===== src/rtl/chunked_serial_adder.sv =====
// Multi-cycle adder/subtractor: one CHUNK-bit full-adder slice is reused over
// NCHUNK cycles, LSB chunk first, with a valid/ready handshake on both sides.
module chunked_serial_adder #(
   parameter int WIDTH = 32,
   parameter int CHUNK = 8
) (
   input  logic             CLK,
   input  logic             RST_N,
   input  logic             IN_VALID,
   output logic             IN_READY,
   input  logic [WIDTH-1:0] A,
   input  logic [WIDTH-1:0] B,
   input  logic             CIN,
   input  logic             SUB,
   output logic             OUT_VALID,
   input  logic             OUT_READY,
   output logic [WIDTH-1:0] S,
   output logic             COUT,
   output logic             OVF
);

   localparam int NCHUNK = WIDTH / CHUNK;
   localparam int IDX_W  = (NCHUNK > 1) ? $clog2(NCHUNK) : 1;
   localparam logic [IDX_W-1:0] LAST_IDX = IDX_W'(NCHUNK - 1);

   typedef enum logic [1:0] {
      IDLE = 2'd0,
      RUN  = 2'd1,
      DONE = 2'd2
   } state_t;

   state_t           state_q, state_d;
   logic [WIDTH-1:0] a_q, a_d;
   logic [WIDTH-1:0] b_q, b_d;
   logic             carry_q, carry_d;
   logic [IDX_W-1:0] idx_q, idx_d;
   logic [WIDTH-1:0] s_q, s_d;
   logic             cout_q, cout_d;
   logic             ovf_q, ovf_d;

   logic [CHUNK-1:0] a_chunk;
   logic [CHUNK-1:0] b_chunk;
   logic [CHUNK:0]   slice;
   logic             msb_carry_in;

   always_ff @(posedge CLK or negedge RST_N) begin
      if (!RST_N) begin
         state_q <= IDLE;
         a_q     <= '0;
         b_q     <= '0;
         carry_q <= 1'b0;
         idx_q   <= '0;
         s_q     <= '0;
         cout_q  <= 1'b0;
         ovf_q   <= 1'b0;
      end else begin
         state_q <= state_d;
         a_q     <= a_d;
         b_q     <= b_d;
         carry_q <= carry_d;
         idx_q   <= idx_d;
         s_q     <= s_d;
         cout_q  <= cout_d;
         ovf_q   <= ovf_d;
      end
   end

   always_comb begin
      state_d = state_q;
      a_d     = a_q;
      b_d     = b_q;
      carry_d = carry_q;
      idx_d   = idx_q;
      s_d     = s_q;
      cout_d  = cout_q;
      ovf_d   = ovf_q;

      a_chunk = a_q[idx_q*CHUNK +: CHUNK];
      b_chunk = b_q[idx_q*CHUNK +: CHUNK];
      slice   = {1'b0, a_chunk} + {1'b0, b_chunk} + {{CHUNK{1'b0}}, carry_q};
      // Carry into the top bit of the slice, recovered from its sum bit.
      msb_carry_in = a_chunk[CHUNK-1] ^ b_chunk[CHUNK-1] ^ slice[CHUNK-1];

      case (state_q)
         IDLE: begin
            if (IN_VALID) begin
               // Subtraction is A + ~B + 1, so the +1 rides in on the carry.
               a_d     = A;
               b_d     = SUB ? ~B : B;
               carry_d = SUB ? 1'b1 : CIN;
               idx_d   = '0;
               state_d = RUN;
            end
         end
         RUN: begin
            s_d[idx_q*CHUNK +: CHUNK] = slice[CHUNK-1:0];
            carry_d = slice[CHUNK];
            if (idx_q == LAST_IDX) begin
               cout_d  = slice[CHUNK];
               ovf_d   = msb_carry_in ^ slice[CHUNK];
               idx_d   = '0;
               state_d = DONE;
            end else begin
               idx_d = idx_q + 1'b1;
            end
         end
         DONE: begin
            if (OUT_READY) begin
               state_d = IDLE;
            end
         end
         default: state_d = IDLE;
      endcase
   end

   assign IN_READY  = (state_q == IDLE);
   assign OUT_VALID = (state_q == DONE);
   assign S         = s_q;
   assign COUT      = cout_q;
   assign OVF       = ovf_q;

endmodule


===== config.mk =====
export PLATFORM = sky130hd
export DESIGN_NAME = chunked_serial_adder
export DESIGN_NICKNAME = d
export VERILOG_FILES = /design/src/rtl/chunked_serial_adder.sv
export SDC_FILE = /design/constraint.sdc
export NUM_CORES = 1
export LEC_CHECK = 0
export ABC_AREA = 1
export ABC_CLOCK_PERIOD_IN_PS = 2400
export CORE_MARGIN = 10
export CORE_UTILIZATION = 47
export DETAILED_ROUTE_END_ITERATION = 12
export HOLD_SLACK_MARGIN = 0.15
export PLACE_DENSITY = 0.89
export SLEW_MARGIN = 25
export SYNTH_ARGS = -nofsm -noshare
export SYNTH_HDL_FRONTEND = slang
export SYNTH_SLANG_ARGS = --single-unit
export TNS_END_PERCENT = 5

===== constraint.sdc =====
create_clock -name CLK -period 2.4 [get_ports CLK]
set_input_delay 0.36 -clock CLK [delete_from_list [all_inputs] [get_ports CLK]]
set_output_delay 0.36 -clock CLK [all_outputs]
set_load 0.02 [all_outputs]

# After elaboration in Yosys (flattened, before gate mapping)

Cells that the tools add are included.

Register bits after elaboration: 103
Bits of input ports: 70
Output and inout port bits: 36
Word-level logic and storage cells: 44

Muxes and demuxes: 12
Eq/ne operators: 6
Reduce and logical (&&, ||, !) cells: 6
Shift operators: 4
Add/subtract/negate cells: 4
Bitwise logic cells: 4

Operators by type and width:

| operator                                               | number |
|---|---|
| variable part select 32 x 6 -> 8 bit                   | 2 |
| negation 5 -> 34 bit                                   | 1 |
| variable shift 8 x 34 -> 32 bit (first input constant) | 1 |
| variable part select 8 x 34 -> 32 bit                  | 1 |
| bitwise mux 32 bit                                     | 1 |
| two-way mux 32 bit                                     | 1 |
| inverter 32 bit                                        | 1 |
| two-way mux 2 bit                                      | 5 |
| adder 8 x 8 -> 9 bit                                   | 1 |
| adder 9 x 1 -> 9 bit                                   | 1 |
| case mux 2 bit (3 select lines)                        | 1 |
| AND reduction 2 bit                                    | 3 |
| == test 2 bit (second input constant)                  | 2 |
| inequality test 2 bit (second input constant)          | 2 |
| case mux 2 bit (2 select lines)                        | 1 |
| AND reduction 3 bit                                    | 1 |
| bitwise XOR 1 bit                                      | 3 |
| adder 2 x 1 -> 2 bit (second input constant)           | 1 |
| == test 2 x 1 -> 1 bit (second input constant)         | 1 |
| logical NOT 2 bit                                      | 1 |
| two-way mux 1 bit                                      | 2 |
| inequality test 2 x 1 -> 1 bit (second input constant) | 1 |
| case mux 1 bit (2 select lines)                        | 1 |
| nonzero test 2 bit                                     | 1 |

# Logic depth before layout (Yosys ltp)

Gate-level depths: netlist of the first run.

Depth in word-level cells: 5
Depth in mapped cells: 16
Depth with buffers taken out: 14

# Worst setup path before layout of the first run

No wires, ideal clock.

Path kind: reg-to-reg
Start: register idx_q[0]
End: register ovf_q (netlist: OVF)
Required time: 2.283 ns
Setup slack: -0.171 ns
Path buffers: 2
Stages on the path, launching flop included: 17
Arrival time: 2.454 ns
Period minus slack after synthesis: 2.571 ns
Library setup time: 0.117 ns
Path through: dfrtp_1 buf_2 clkinv_1 buf_2 o21ai_0 o22ai_1 fa_1 inv_1 fa_1 inv_1 nand3_1 nand2_1 and2_1 nor2_1 nand2_1 nand3_1 nand2_1

Longest elaborated chain between the ends: 5
Elaborated cells between the ends (all ways): 9
Those cells by class: 2 x add/sub; 1 x eq/ne; 2 x shift; 3 x bitwise; 1 x reduce/logical

Ends and longest elaborated chain:

| item                                                    | RTL line | text |
|---|---|---|
| start, declared                                         | 36       | `logic [IDX_W-1:0] idx_q, idx_d;` |
| start signal, assigned                                  | 61       | `idx_q <= idx_d;` |
| variable part select 32 x 6 -> 8 bit (on tied branches) | 78, 79   |  |
| adder 8 x 8 -> 9 bit                                    | 80       | `slice = {1'b0, a_chunk} + {1'b0, b_chunk} + {{CHUNK{1'b0}}, carry_q};` |
| adder 9 x 1 -> 9 bit                                    | 80       |  |
| bitwise XOR 1 bit                                       | 82       | `msb_carry_in = a_chunk[CHUNK-1] ^ b_chunk[CHUNK-1] ^ slice[CHUNK-1];` |
| bitwise XOR 1 bit                                       | 100      | `ovf_d = msb_carry_in ^ slice[CHUNK];` |
| end signal, assigned                                    | 64       | `ovf_q <= ovf_d;` |
| end, declared                                           | 39       | `logic ovf_q, ovf_d;` |

Parallel ways exist; a longest one is shown, timed or not.
A chain may end at the register's enable or synchronous reset.

# Final worst setup path of the first run

Same ends and word-level chain as after synthesis.

==> results by stage, run 1 <==
Clocking:
- The clock tree buffer depth is 2.
- The clock transition at the registers of the reported paths is 0.10 ns.
- The depth of the CTS H-tree is 3.
- The clock latency on the worst-skew pair is 0.38 ns.
- TritonCTS built the clock tree.
- Clock tree synthesis selected as its root buffer the cell clkbuf_8.
- The number of clock buffers added by TritonCTS is 9.
- The clock drives 103 sinks.

Logic synthesis:
- For this run, the leading register cell type out of synthesis is dfrtp_1.
- Counting flops with an async set or reset pin after synthesis yields a share of 1.000.
- The number of nets in the synthesized netlist is 705.
- The post-synthesis sequential element count is 103.
- The number of flops mapped to enable cells by yosys is 0.
- The synthesized area per cell is 8.250 um^2.
- The synthesized netlist occupies a cell area of 5115 um^2.
- The count of different cell masters after synthesis is 29.
- The Yosys warning count is 0.
- Synthesis produced 620 cells.
- The sequential area share after synthesis is 0.5039.

Routing:
- In this run the remaining antenna-violating nets after routing total 0.
- The average wire per cell in the routed design is 15.78 um.
- After detailed routing, the number of remaining DRC violations is 0.
- The first detailed-routing pass ran for 5 iterations.
- The average via count per standard cell is 5.294.
- The number of design-rule violations left by the first detailed-router iteration is 571.
- The total length of routed wires is 13,860 um.
- The detailed-route via count is 4,648.

Power and ir drop:
- The fraction of power consumed by the clock network is 0.101.
- The switching power total is 4981 uW.
- Of the total power, the share spent switching nets is 0.4779.
- Of the total power, registers draw 0.288.
- IR analysis of the VDD net gives a maximum drop of 0.7708 mV.
- The cell leakage power is 0.003198 uW.
- The power density of the placed cells is 1544 nW/um^2.
- The share of total power dissipated in combinational logic is 0.611.
- The internal portion of the total power is 5443 uW.

Cells and area:
- The filler cells instantiated in the layout total 894.
- The final antenna diode count is 0.
- The most common library cell in the layout ignoring fill and taps is nand2_1.
- Leaving out filler cells and counting taps, the final layout contains 878.
- The cell area after layout is 6750 um^2.
- Relative to the synthesized area, the layout overhead comes to 31.97%.
- The final net count is 818.
- The footprint of the flip-flops and latches is 2580 um^2.
- In the final layout, the multi-input gates occupy 2380 um^2.
- In the layout the commonest cells are nand2_1 (212), clkdlybuf4s50_1 (103), dfrtp_1 (101).
- The proportion of layout cells with a drive suffix above 1 is 0.1152.

Floorplan:
- For this design the top-level I/O count stands at 106.
- Row generation in the floorplan step produced 38 rows.
- After floorplanning, the core was sized to cover 10,750 um^2.
- For this configuration, the core starts out at a cell density of 0.4760.
- The floorplan step defined a die boundary enclosing 15,460 um^2.
- In this run the horizontal extent of the chip is 124.3 um.
- The die boundary height is 124.3 um.

Critical path:
- Along the worst path, the maximum fanout reaches 12.
- The category of the worst setup path launch point is a register.
- The worst setup path is of the reg2reg kind.
- The worst setup path is captured at a register.
- The worst path required time is 2.67 ns.
- Across all register-to-register paths, the minimum setup slack is 0.04 ns.
- The data arrival time of the critical path is 2.63 ns.

STA:
- The final-report max-slew violation count is 0.
- The remaining max-slew budget at the tightest pin is 0.4292.
- The worst-margin pin slew is 0.8563 ns.
- The number of hold violations in the final report is 0.
- The tightest hold path in the finished design has a slack of 0.4917 ns.
- The clock period could shrink to 2.357 ns.
- Setup repair after global routing could not meet its margin everywhere.
- Across the routed clock network, the largest skew measured is 0.01466 ns.
- Once routing completed, OpenROAD measured the worst setup slack at 0.04279 ns.
- Setup violations remaining at the end of the flow were counted as 0.
- Dividing the final minimum period by the clock period gives 0.9822.
- In the final timing run, aggregate negative setup slack is 0 ns.
- Static timing analysis puts the maximum clock frequency at 424.2 MHz.

GRT:
- The residual overflow from global routing is 0.
- The first global-routing pass estimated 23,060 um of wire.
- The initial antenna violation count is 0.
- The total routing usage reported by global routing is 0.1743.
- Entering global routing, the biggest net connects 71 pins.
- The via count of the first global-routing pass is 4,697.

Min path:
- The tightest min-delay check is of the reg2reg type.

Placed design:
- Once detailed placement completed, the half-perimeter wirelength came to 10,610 um.
- The congestion estimate from routability-driven global placement came to 0.9744.
- After detailed placement, the design holds a cell count of 855.
- Input and output buffers added on the ports amount to 105.
- The worst slack after detailed placement is -0.1043 ns.
- The placed standard-cell area is 6392 um^2.

Run:
- The tool flagged a number of max-cap violations equal to 0.

Outcome:
- The flow ran to the end, and the final reports show no timing, DRC or antenna violations.
[layout make-up]
class                           count  share of cell area
Tap cell                          140             0.02595
Inverter                           37             0.02150
Sequential cell                   103              0.3822
Timing Repair Buffer              132              0.1898
Clock buffer                       10             0.02039
Clock inverter                      6            0.007600
Multi-Input combinational cell    450              0.3525
[routing by layer]
layer	vias to the layer above	routed length (um)	GRT usage
met5	-	0	0
met3	34	1094	0.05319
met2	209	6756	0.2916
met4	0	351	0.05894
met1	2190	5655	0.2077
li1	2215	-	-
[path summary, 6_finish.rpt]
| path | to | cells past startpoint | from |
|---|---|---|---|
| worst min-delay path | S[22] | 2 | S[22] |
| worst max register to register | OVF | 11 | idx_q[0] |
| min in group asynchronous | a_q[27] | 2 | RST_N |
| worst min register to register | S[22] | 2 | S[22] |
| max in group asynchronous | idx_q[0] | 3 | RST_N |
| worst max-delay path | OVF | 11 | idx_q[0] |
[stage by stage]
step / total power (uW) / utilization
6_report: 10420 / 0.6282
5_1_grt: 11260 / 0.6282
4_1_cts: 9625 / 0.6149
3_5_place_dp: 8536 / 0.5949
3_3_place_gp: 8268 / 0.5949
2_1_floorplan: 6538 / -
[what timing repair did]
item / 4_1_cts / 5_1_grt
hold endpoints to repair: 33 / 0
buffers inserted: 0 / 6
gates resized for setup: 7 / 33
endpoints found under the setup margin: 5 / 27
pin swaps: 1 / 10
hold buffers: 1 / 0
[synthesized netlist by cell type, types with 2 or more instances]
master      n  area (um^2)
dfrtp_1   103         2577
a32oi_1     2        17.52
o21ai_0    84        420.4
a21oi_1     5        25.02
xor2_1      2        17.52
nor2_1     41        153.9
clkbuf_1   16        60.06
o31ai_1     4        30.03
inv_1      33        123.9
buf_2      13        65.06
xnor2_1    33        289.0
nand4_1     8        50.05
o22ai_1    14        87.58
inv_2       2        7.510
ha_1       13        162.7
nand3_1    14        70.07
fa_1        2        40.04
nand2_2     3        18.77
nand2_1   218        818.3
[flip-flops by register name, indices dropped and copies added (netlist names)]
signal / flops
state_q: 2
carry_q: 1
COUT: 1
OVF: 1
a_q: 32
S: 32
idx_q: 2
b_q: 32
[cells by family after synthesis]
group,Yosys count,synth area share
flops,103,0.5039
fa+ha+maj,15,0.03963
simple gates,289,0.2273
buf+inv,67,0.05259
compound gates,111,0.1167
xor+xnor,35,0.05993
[critical path, stage by stage (launching register included)]
cell	delay, ns
dfrtp_2	0.45
clkinv_4	0.11
buf_4	0.19
o21ai_0	0.19
o22ai_1	0.14
ha_1	0.37
buf_4	0.13
nand2_1	0.07
o21ai_0	0.32
o21ai_0	0.15
nand3_1	0.09
nand2_1	0.05
[power groups by stage]
stage / sequential (uW) / clock, uW / combinational (uW)
detailed placement: 3000 / 0 / 5540
floorplan: 3050 / 0 / 3490
CTS: 2980 / 1060 / 5590
finish: 3000 / 1050 / 6370
global placement: 2970 / 0 / 5300
global route: 3080 / 1140 / 7040
Power figures use the tool's default switching activity.
==> run 2: changes to the inputs <==
--- a/config.mk
+++ b/config.mk
@@ -10,7 +10,6 @@
 export CORE_MARGIN = 10
 export CORE_UTILIZATION = 47
 export DETAILED_ROUTE_END_ITERATION = 12
-export HOLD_SLACK_MARGIN = 0.15
 export PLACE_DENSITY = 0.89
 export SLEW_MARGIN = 25
 export SYNTH_ARGS = -nofsm -noshare
==> results of run 2 <==
Same layout as run 1: the final DEF is identical, and so are final timing and power.
